**src/rtl/score_accumulator.sv**
```systemverilog
// Game score block: edge-detects per-lane CORRECT/OFF/WRONG levels, keeps a saturating score, streak and miss count, and runs IDLE/PLAY/WON/LOST.
// Optional macro STREAK_BONUS_EN doubles the positive delta while STREAK >= BONUS_STREAK.
module score_accumulator #(
   parameter int LANES        = 4,
   parameter int SCORE_W      = 10,
   parameter int WIN_SCORE    = 500,
   parameter int MAX_MISSES   = 10,
   parameter int BONUS_STREAK = 8
) (
   input  logic               i_clock,
   input  logic               i_reset,
   input  logic               i_start,
   input  logic [LANES-1:0]   i_correct,
   input  logic [LANES-1:0]   i_wrong,
   input  logic [LANES-1:0]   i_off,
   output logic [SCORE_W-1:0] o_score,
   output logic [7:0]         o_streak,
   output logic [3:0]         o_misses,
   output logic               o_playing,
   output logic               o_won,
   output logic               o_lost
);

   localparam int CW   = $clog2(LANES + 1);
   localparam int DW   = $clog2(6 * LANES + 1) + 2;
   localparam int SW2  = ((SCORE_W > DW) ? SCORE_W : DW) + 2;
   localparam int SUMW = ((CW > 8) ? CW : 8) + 1;

   typedef enum logic [1:0] {IDLE, PLAY, WON, LOST} state_t;

   state_t             r_state;
   logic [SCORE_W-1:0] r_score;
   logic [7:0]         r_streak;
   logic [3:0]         r_misses;
   logic [LANES-1:0]   r_cor_h, r_wrg_h, r_off_h;

   logic [LANES-1:0]   w_cor_ev, w_wrg_ev, w_off_ev;
   logic [CW-1:0]      w_cor_cnt, w_wrg_cnt, w_off_cnt;
   logic [DW-1:0]      w_pos, w_pos_eff, w_neg, w_delta;
   logic [SW2-1:0]     w_sum;
   logic [SCORE_W-1:0] w_score_nxt;
   logic [SUMW-1:0]    w_streak_sum, w_miss_sum;
   logic [7:0]         w_streak_nxt;
   logic [3:0]         w_miss_nxt;

   function automatic logic [CW-1:0] popcnt(input logic [LANES-1:0] v);
      logic [CW-1:0] n;
      n = '0;
      for (int i = 0; i < LANES; i++) n = n + CW'(v[i]);
      return n;
   endfunction

   assign w_cor_ev  = i_correct & ~r_cor_h;
   assign w_wrg_ev  = i_wrong   & ~r_wrg_h;
   assign w_off_ev  = i_off     & ~r_off_h;
   assign w_cor_cnt = popcnt(w_cor_ev);
   assign w_wrg_cnt = popcnt(w_wrg_ev);
   assign w_off_cnt = popcnt(w_off_ev);

   assign w_pos = (DW'(w_cor_cnt) << 1) + DW'(w_off_cnt);
   assign w_neg = DW'(w_wrg_cnt) << 1;

`ifdef STREAK_BONUS_EN
   assign w_pos_eff = (32'(r_streak) >= BONUS_STREAK) ? (w_pos << 1) : w_pos;
`else
   assign w_pos_eff = w_pos;
   // Threshold only matters in the bonus build; referenced here so it stays a live parameter.
   if (BONUS_STREAK < 0) begin : g_bonus_streak_unused
   end
`endif

   // Two's-complement delta, sign-extended onto a zero-extended score so the clamp sees the true sum.
   assign w_delta = w_pos_eff - w_neg;
   assign w_sum   = {{(SW2-SCORE_W){1'b0}}, r_score} + {{(SW2-DW){w_delta[DW-1]}}, w_delta};

   always_comb begin
      w_score_nxt = w_sum[SCORE_W-1:0];
      if (w_sum[SW2-1])
         w_score_nxt = '0;
      else if (|w_sum[SW2-2:SCORE_W])
         w_score_nxt = '1;
   end

   assign w_streak_sum = SUMW'(r_streak) + SUMW'(w_cor_cnt);
   assign w_miss_sum   = SUMW'(r_misses) + SUMW'(w_wrg_cnt);

   always_comb begin
      w_streak_nxt = (w_streak_sum > SUMW'(255)) ? 8'd255 : w_streak_sum[7:0];
      if (|w_wrg_ev) w_streak_nxt = 8'd0;
      w_miss_nxt = (w_miss_sum > SUMW'(15)) ? 4'd15 : w_miss_sum[3:0];
   end

   always_ff @(posedge i_clock or posedge i_reset) begin
      if (i_reset) begin
         r_state  <= IDLE;
         r_score  <= '0;
         r_streak <= '0;
         r_misses <= '0;
         r_cor_h  <= '0;
         r_wrg_h  <= '0;
         r_off_h  <= '0;
      end else begin
         r_cor_h <= i_correct;
         r_wrg_h <= i_wrong;
         r_off_h <= i_off;
         if (i_start) begin
            // START from any state (re)enters PLAY with cleared counters; that cycle's events are dropped.
            r_state  <= PLAY;
            r_score  <= '0;
            r_streak <= '0;
            r_misses <= '0;
         end else if (r_state == PLAY) begin
            r_score  <= w_score_nxt;
            r_streak <= w_streak_nxt;
            r_misses <= w_miss_nxt;
            if (32'(w_score_nxt) >= WIN_SCORE)
               r_state <= WON;
            else if (32'(w_miss_nxt) >= MAX_MISSES)
               r_state <= LOST;
         end
      end
   end

   assign o_score   = r_score;
   assign o_streak  = r_streak;
   assign o_misses  = r_misses;
   assign o_playing = (r_state == PLAY);
   assign o_won     = (r_state == WON);
   assign o_lost    = (r_state == LOST);

endmodule

```
**config.mk**
```make
export PLATFORM = sky130hd
export DESIGN_NAME = score_accumulator
export DESIGN_NICKNAME = d
export VERILOG_FILES = /design/src/rtl/score_accumulator.sv
export SDC_FILE = /design/constraint.sdc
export NUM_CORES = 1
export LEC_CHECK = 0
export BUFFER_PORTS_ARGS = -buffer_cell sky130_fd_sc_hd__buf_2
export CAP_MARGIN = 10
export CORE_UTILIZATION = 60
export CTS_BUF_LIST = sky130_fd_sc_hd__clkbuf_16
export CTS_CLUSTER_DIAMETER = 30
export DETAILED_ROUTE_END_ITERATION = 8
export GPL_ROUTABILITY_DRIVEN = 0
export GPL_TIMING_DRIVEN = 0
export PLACE_DENSITY = 0.83
export SLEW_MARGIN = 20
export SYNTH_ARGS = -nofsm -noshare
export SYNTH_HDL_FRONTEND = slang
export SYNTH_SLANG_ARGS = --single-unit
export TNS_END_PERCENT = 10
```
**constraint.sdc**
```tcl
create_clock -name i_clock -period 14.4 [get_ports i_clock]
set_input_delay 2.16 -clock i_clock [delete_from_list [all_inputs] [get_ports i_clock]]
set_output_delay 2.16 -clock i_clock [all_outputs]
set_load 0.02 [all_outputs]
```
Word-level counts from Yosys, hierarchy flattened --
Cells that the tools add are included.
Storage, ports and cells: bits in registers 36
Cells by class: $add $sub $neg 14, $lt $le $gt $ge 4, eq/ne operators 3, multiplexer cells 15, bitwise gates (word level) 6, reductions and logical operators 4
Operator list (count):
- $mux W10 | 4
- $mux W8 | 4
- $add A11 B6 Y12 | 1
- $and A4 B4 Y4 | 3
- $mux W4 | 3
- $not A4 Y4 | 3
- $add A4 B3 Y5 | 2
- $ge A10 B9 Y1 const B | 1
- $add A2 B1 Y3 | 3
- $add A3 B1 Y3 | 3
- $add A8 B3 Y9 | 1
- $gt A9 B8 Y1 const B | 1
- $mux W2 | 4
- $add A1 B1 Y2 | 3
- $sub A5 B4 Y6 | 1
- $gt A5 B4 Y1 const B | 1
- $eq A2 B2 Y1 const B | 2
- $ge A4 B4 Y1 const B | 1
- $reduce_or A4 Y1 | 1
- $reduce_bool A3 Y1 | 1
- $eq A2 B1 Y1 const B | 1
- $reduce_and A2 Y1 | 1
- $reduce_bool A2 Y1 | 1

Longest topological paths before layout --
depth in word-level cells 14, mapped depth 23, gate-level depth less buffers 22

Worst setup path before layout --
Ideal clock, no wire load.
path type input-to-reg, start input i_wrong[1], end register r_score[0] (netlist: o_score[0]), library setup time 129 ps, arrival time 6370 ps, slack 7901 ps, cell stages on the path 22, path buffers 0, cell sequence nor2b_1 -> fa_1 -> ha_1 -> ha_1 -> inv_1 -> ha_1 -> inv_1 -> fa_1 -> inv_1 -> ha_1 -> o21ai_1 -> o21bai_2 -> a21oi_2 -> xnor2_2 -> ha_1 -> a21oi_1 -> inv_1 -> a21oi_1 -> o21ai_1 -> xnor2_2 -> nand2_1 -> o21ai_1
Between the ends: word-level cells in the longest chain between the ends 10
RTL lines:
- from (decl) | line 14 | input logic [LANES-1:0] i_wrong,
- $and A4 B4 Y4 (*) | line 54 | assign w_wrg_ev = i_wrong & ~r_wrg_h;
- $add A1 B1 Y2 (*) | line 49 | for (int i = 0; i < LANES; i++) n = n + CW'(v[i]);
- $add A2 B1 Y3 (*) | line 49
- $add A3 B1 Y3 (*) | line 49
- $sub A5 B4 Y6 (*) | line 73 | assign w_delta = w_pos_eff - w_neg;
- $add A11 B6 Y12 (*) | line 74 | assign w_sum = {{(SW2-SCORE_W){1'b0}}, r_score} + {{(SW2-DW){w_delta[DW-1]}}, w_delta};
- $mux W10 | line 80 | else if (|w_sum[SW2-2:SCORE_W])
- $mux W10 (*) | line 78 | if (w_sum[SW2-1])
- $mux W10 (*) | line 112 | end else if (r_state == PLAY) begin
- $mux W10 (*) | line 106 | if (i_start) begin
- to (signal assigned) | line 113 | r_score <= w_score_nxt;
- to (decl) | line 32 | logic [SCORE_W-1:0] r_score;
Mark *: on every way between the ends. The rest lies on a longest branch, timed or not. The select of a mux whose other input is x is not followed. A chain may end at the register's enable or synchronous reset.

Worst setup path in the final report --
start input i_wrong[1], end register r_score[9] (netlist: o_score[9])
The elaborated chain is that of the path after synthesis.

==> impl_metrics.csv <==
group,metric,value,unit
route,firstDrtPassIters,4,
sta,final-setup-viol-count,0,
synth,synth_fp_nets,350,
route,drt-total-wl,5836,um
synth,synth_edf_count,0,
cts,cts_sinks,36,
final_layout,antenna_cells,0,
grt,gr-total-overflow,0,
floorplanning,dieArea,4758,um2
route,via_count,2213,
setup_path,required,14.59,ns
synth,avgSynthCellArea,9.185,um2
cts,clk_path_buf_depth,2,
cts,path_clk_slew,0.05,ns
synth,synth_seq_area_share,0.3347,
final_layout,area_growth,15.48,%
cts,clock_latency,0.28,ns
synth,yosysUniqueCellTypes,44,
setup_path,crit_arrival,7.09,ns
floorplanning,dieWidth,68.98,um
grt,track_usage,0.2764,
cts,root_buffer,"clkbuf_16",
grt,grt_max_degree,26,
outcome,status,"completed",
final_layout,fill_cells,307,
job,cap_violations,0,
synth,synth_top_area_frac,0.3347,
cts,cts_tree,"yes",
synth,yosys_warnings,0,
place,hpwl,4323,um
synth,synthTopCellsByArea,"dfrtp_1 (33%), ha_1 (16%), fa_1 (6.0%)",
route,drt_iter0_markers,228,
sta,holdWs,0.5144,ns
place,port_buffers,38,
floorplanning,die_height,68.98,um
sta,skew,0.005935,ns
setup_path,worstSetupPathType,"in -> reg",
place,place_area,2964,um2
synth,syn_area,2691,um2
setup_path,cp_max_fo,10,
synth,yosysMostFrequentCell,"dfrtp_1",
place,placed_cells,382,
sta,grt_setup_unrepaired,"false",
cts,cts_buffers,5,
sta,tightest_slew,0.5851,ns
grt,antenna_found_initial,0,
pwr,cellLeakagePower,1.609,nW
route,ant_nets,0,
grt,grt_pass1_vias,2168,
grt,grt_pass1_wl,9501,um
setup_path,cp-start-kind,"primary input",
sta,slew_viol_final,0,
min_path,hp-class,"reg -> reg",
pwr,peakVddDrop,0.0001307,V
sta,period_needed,6.905,ns
sta,relSlewSlack,0.6080,
synth,synth_commonest_cells,"dfrtp_1 (36), ha_1 (34), nor2_1 (31)",
final_layout,final_area,3108,um2
route,drc,0,
synth,ys_ff_latch,36,
cts,cts_setup_buffers,0,
cts,cts_max_level,2,
cts,hold_buffers,0,
floorplanning,core.rowCount,23,
sta,fmax,0.1448,GHz
floorplanning,core-area,4144,um2
place,place_ws,7.278,ns
sta,fin_tns_setup,0,ns
pwr,power.density,195.8,nW/um2
route,routedWlPerCell,14.96,um
route,viasPerCell,5.674,
synth,synthArstFlopShare,1.000,
synth,synth.largest_area_cell,"dfrtp_1",
setup_path,endpoint_kind,"flop",
cts,cts_resized,0,
synth,synth_flop_cell,"dfrtp_1",
floorplanning,initial_core_util,0.6495,
floorplanning,pin_count,40,
sta,finalWorstSetupSlack,7.495,ns
synth,synthCells,293,
sta,hold_viol,0,
final_layout,fin_cells,390,
final_layout,nNetsFinal,396,
sta,finalCritPeriodShare,0.4795,
final_layout,post_route_cells_drive_above_1_share,0.1912,
cells by family after synthesis:
group	synth area share
DFF	0.3347
AOI/OAI and AO/OA	0.1646
adders and majority gates	0.2176
and+or+nand+nor	0.1804
buffers and inverters	0.04835
xor gates and xnor gates	0.05439
flip-flops by register name (all words and copies together), names as in the netlist:
name / flops
r_off_h: 4
o_streak: 8
r_state: 2
o_score: 10
r_wrg_h: 4
r_cor_h: 4
o_misses: 4
layout make-up:
type                            count  area, um2  area share
Buffer                              5      25.02    0.008052
Clock buffer                        5      125.1     0.04026
Clock inverter                      3      18.77    0.006039
Inverter                           28      105.1     0.03382
Multi-Input combinational cell    224       1660      0.5342
Sequential cell                    36      900.9      0.2899
Tap cell                           50      62.56     0.02013
Timing Repair Buffer               39      210.2     0.06763
final timing paths:
kind,startpoint,to,slack [ns],depth (start not counted)
min in group asynchronous,i_reset,o_score[8]$_DFFE_PP0P_,1.81,2
worst max register to register,r_wrg_h[1]$_DFF_PP0_,o_score[9]$_DFFE_PP0P_,9.11,22
worst min register to register,o_score[8]$_DFFE_PP0P_,o_score[8]$_DFFE_PP0P_,0.51,2
worst min-delay path,o_score[8]$_DFFE_PP0P_,o_score[8]$_DFFE_PP0P_,0.51,2
worst max-delay path,i_wrong[1],o_score[9]$_DFFE_PP0P_,7.50,23
max in group asynchronous,i_reset,r_cor_h[3]$_DFF_PP0_,12.17,3
worst max-delay path: stages:
cell      delay (ns)
buf_2           0.09
nor2b_1         0.23
fa_1            0.46
ha_1            0.21
ha_1            0.34
inv_1           0.08
ha_1            0.17
inv_1           0.06
fa_1            0.49
inv_1           0.05
ha_1            0.31
o21ai_1         0.09
o21bai_2        0.13
a21oi_2         0.09
xnor2_2         0.47
ha_1            0.40
a21oi_1         0.27
inv_1           0.06
a21oi_1         0.13
o21ai_1         0.11
xnor2_2         0.18
nand2_1         0.27
o22ai_1         0.21
stage by stage:
step,total power [mW],utilization
5_1_grt,0.6591,0.7500
3_3_place_gp,0.4862,0.7104
6_report,0.6087,0.7500
2_1_floorplan,0.4227,-
3_5_place_dp,0.4958,0.7153
4_1_cts,0.6099,0.7500
layer usage:
metal | up-vias | track usage | part of all wire
li1 | 1098 | - | -
met1 | 1039 | 0.3292 | 0.44
met2 | 61 | 0.4721 | 0.50
met3 | 15 | 0.05592 | 0.036
met4 | 0 | 0.1327 | 0.026
met5 | - | 0 | 0
power by group:
group	total [mW]	switching, mW	internal [mW]
registers	0.131	0.0139	0.117
logic	0.372	0.218	0.153
clock network	0.106	0.0424	0.0637
layout by cell type (no fill, tap or decap), drive strengths merged, types with 3 or more instances in the layout:
cell / n
buf: 42
dfrtp: 36
ha: 34
nor2: 31
inv: 28
nand2: 24
a21oi: 24
o21ai: 22
xnor2: 11
nor2b: 10
fa: 8
nand2b: 7
clkbuf: 7
a21o: 6
nor3: 6
nand3: 5
xor2: 4
a22o: 4
or2: 3
nor3b: 3
clkinv: 3
Power figures use the tool's default switching activity.
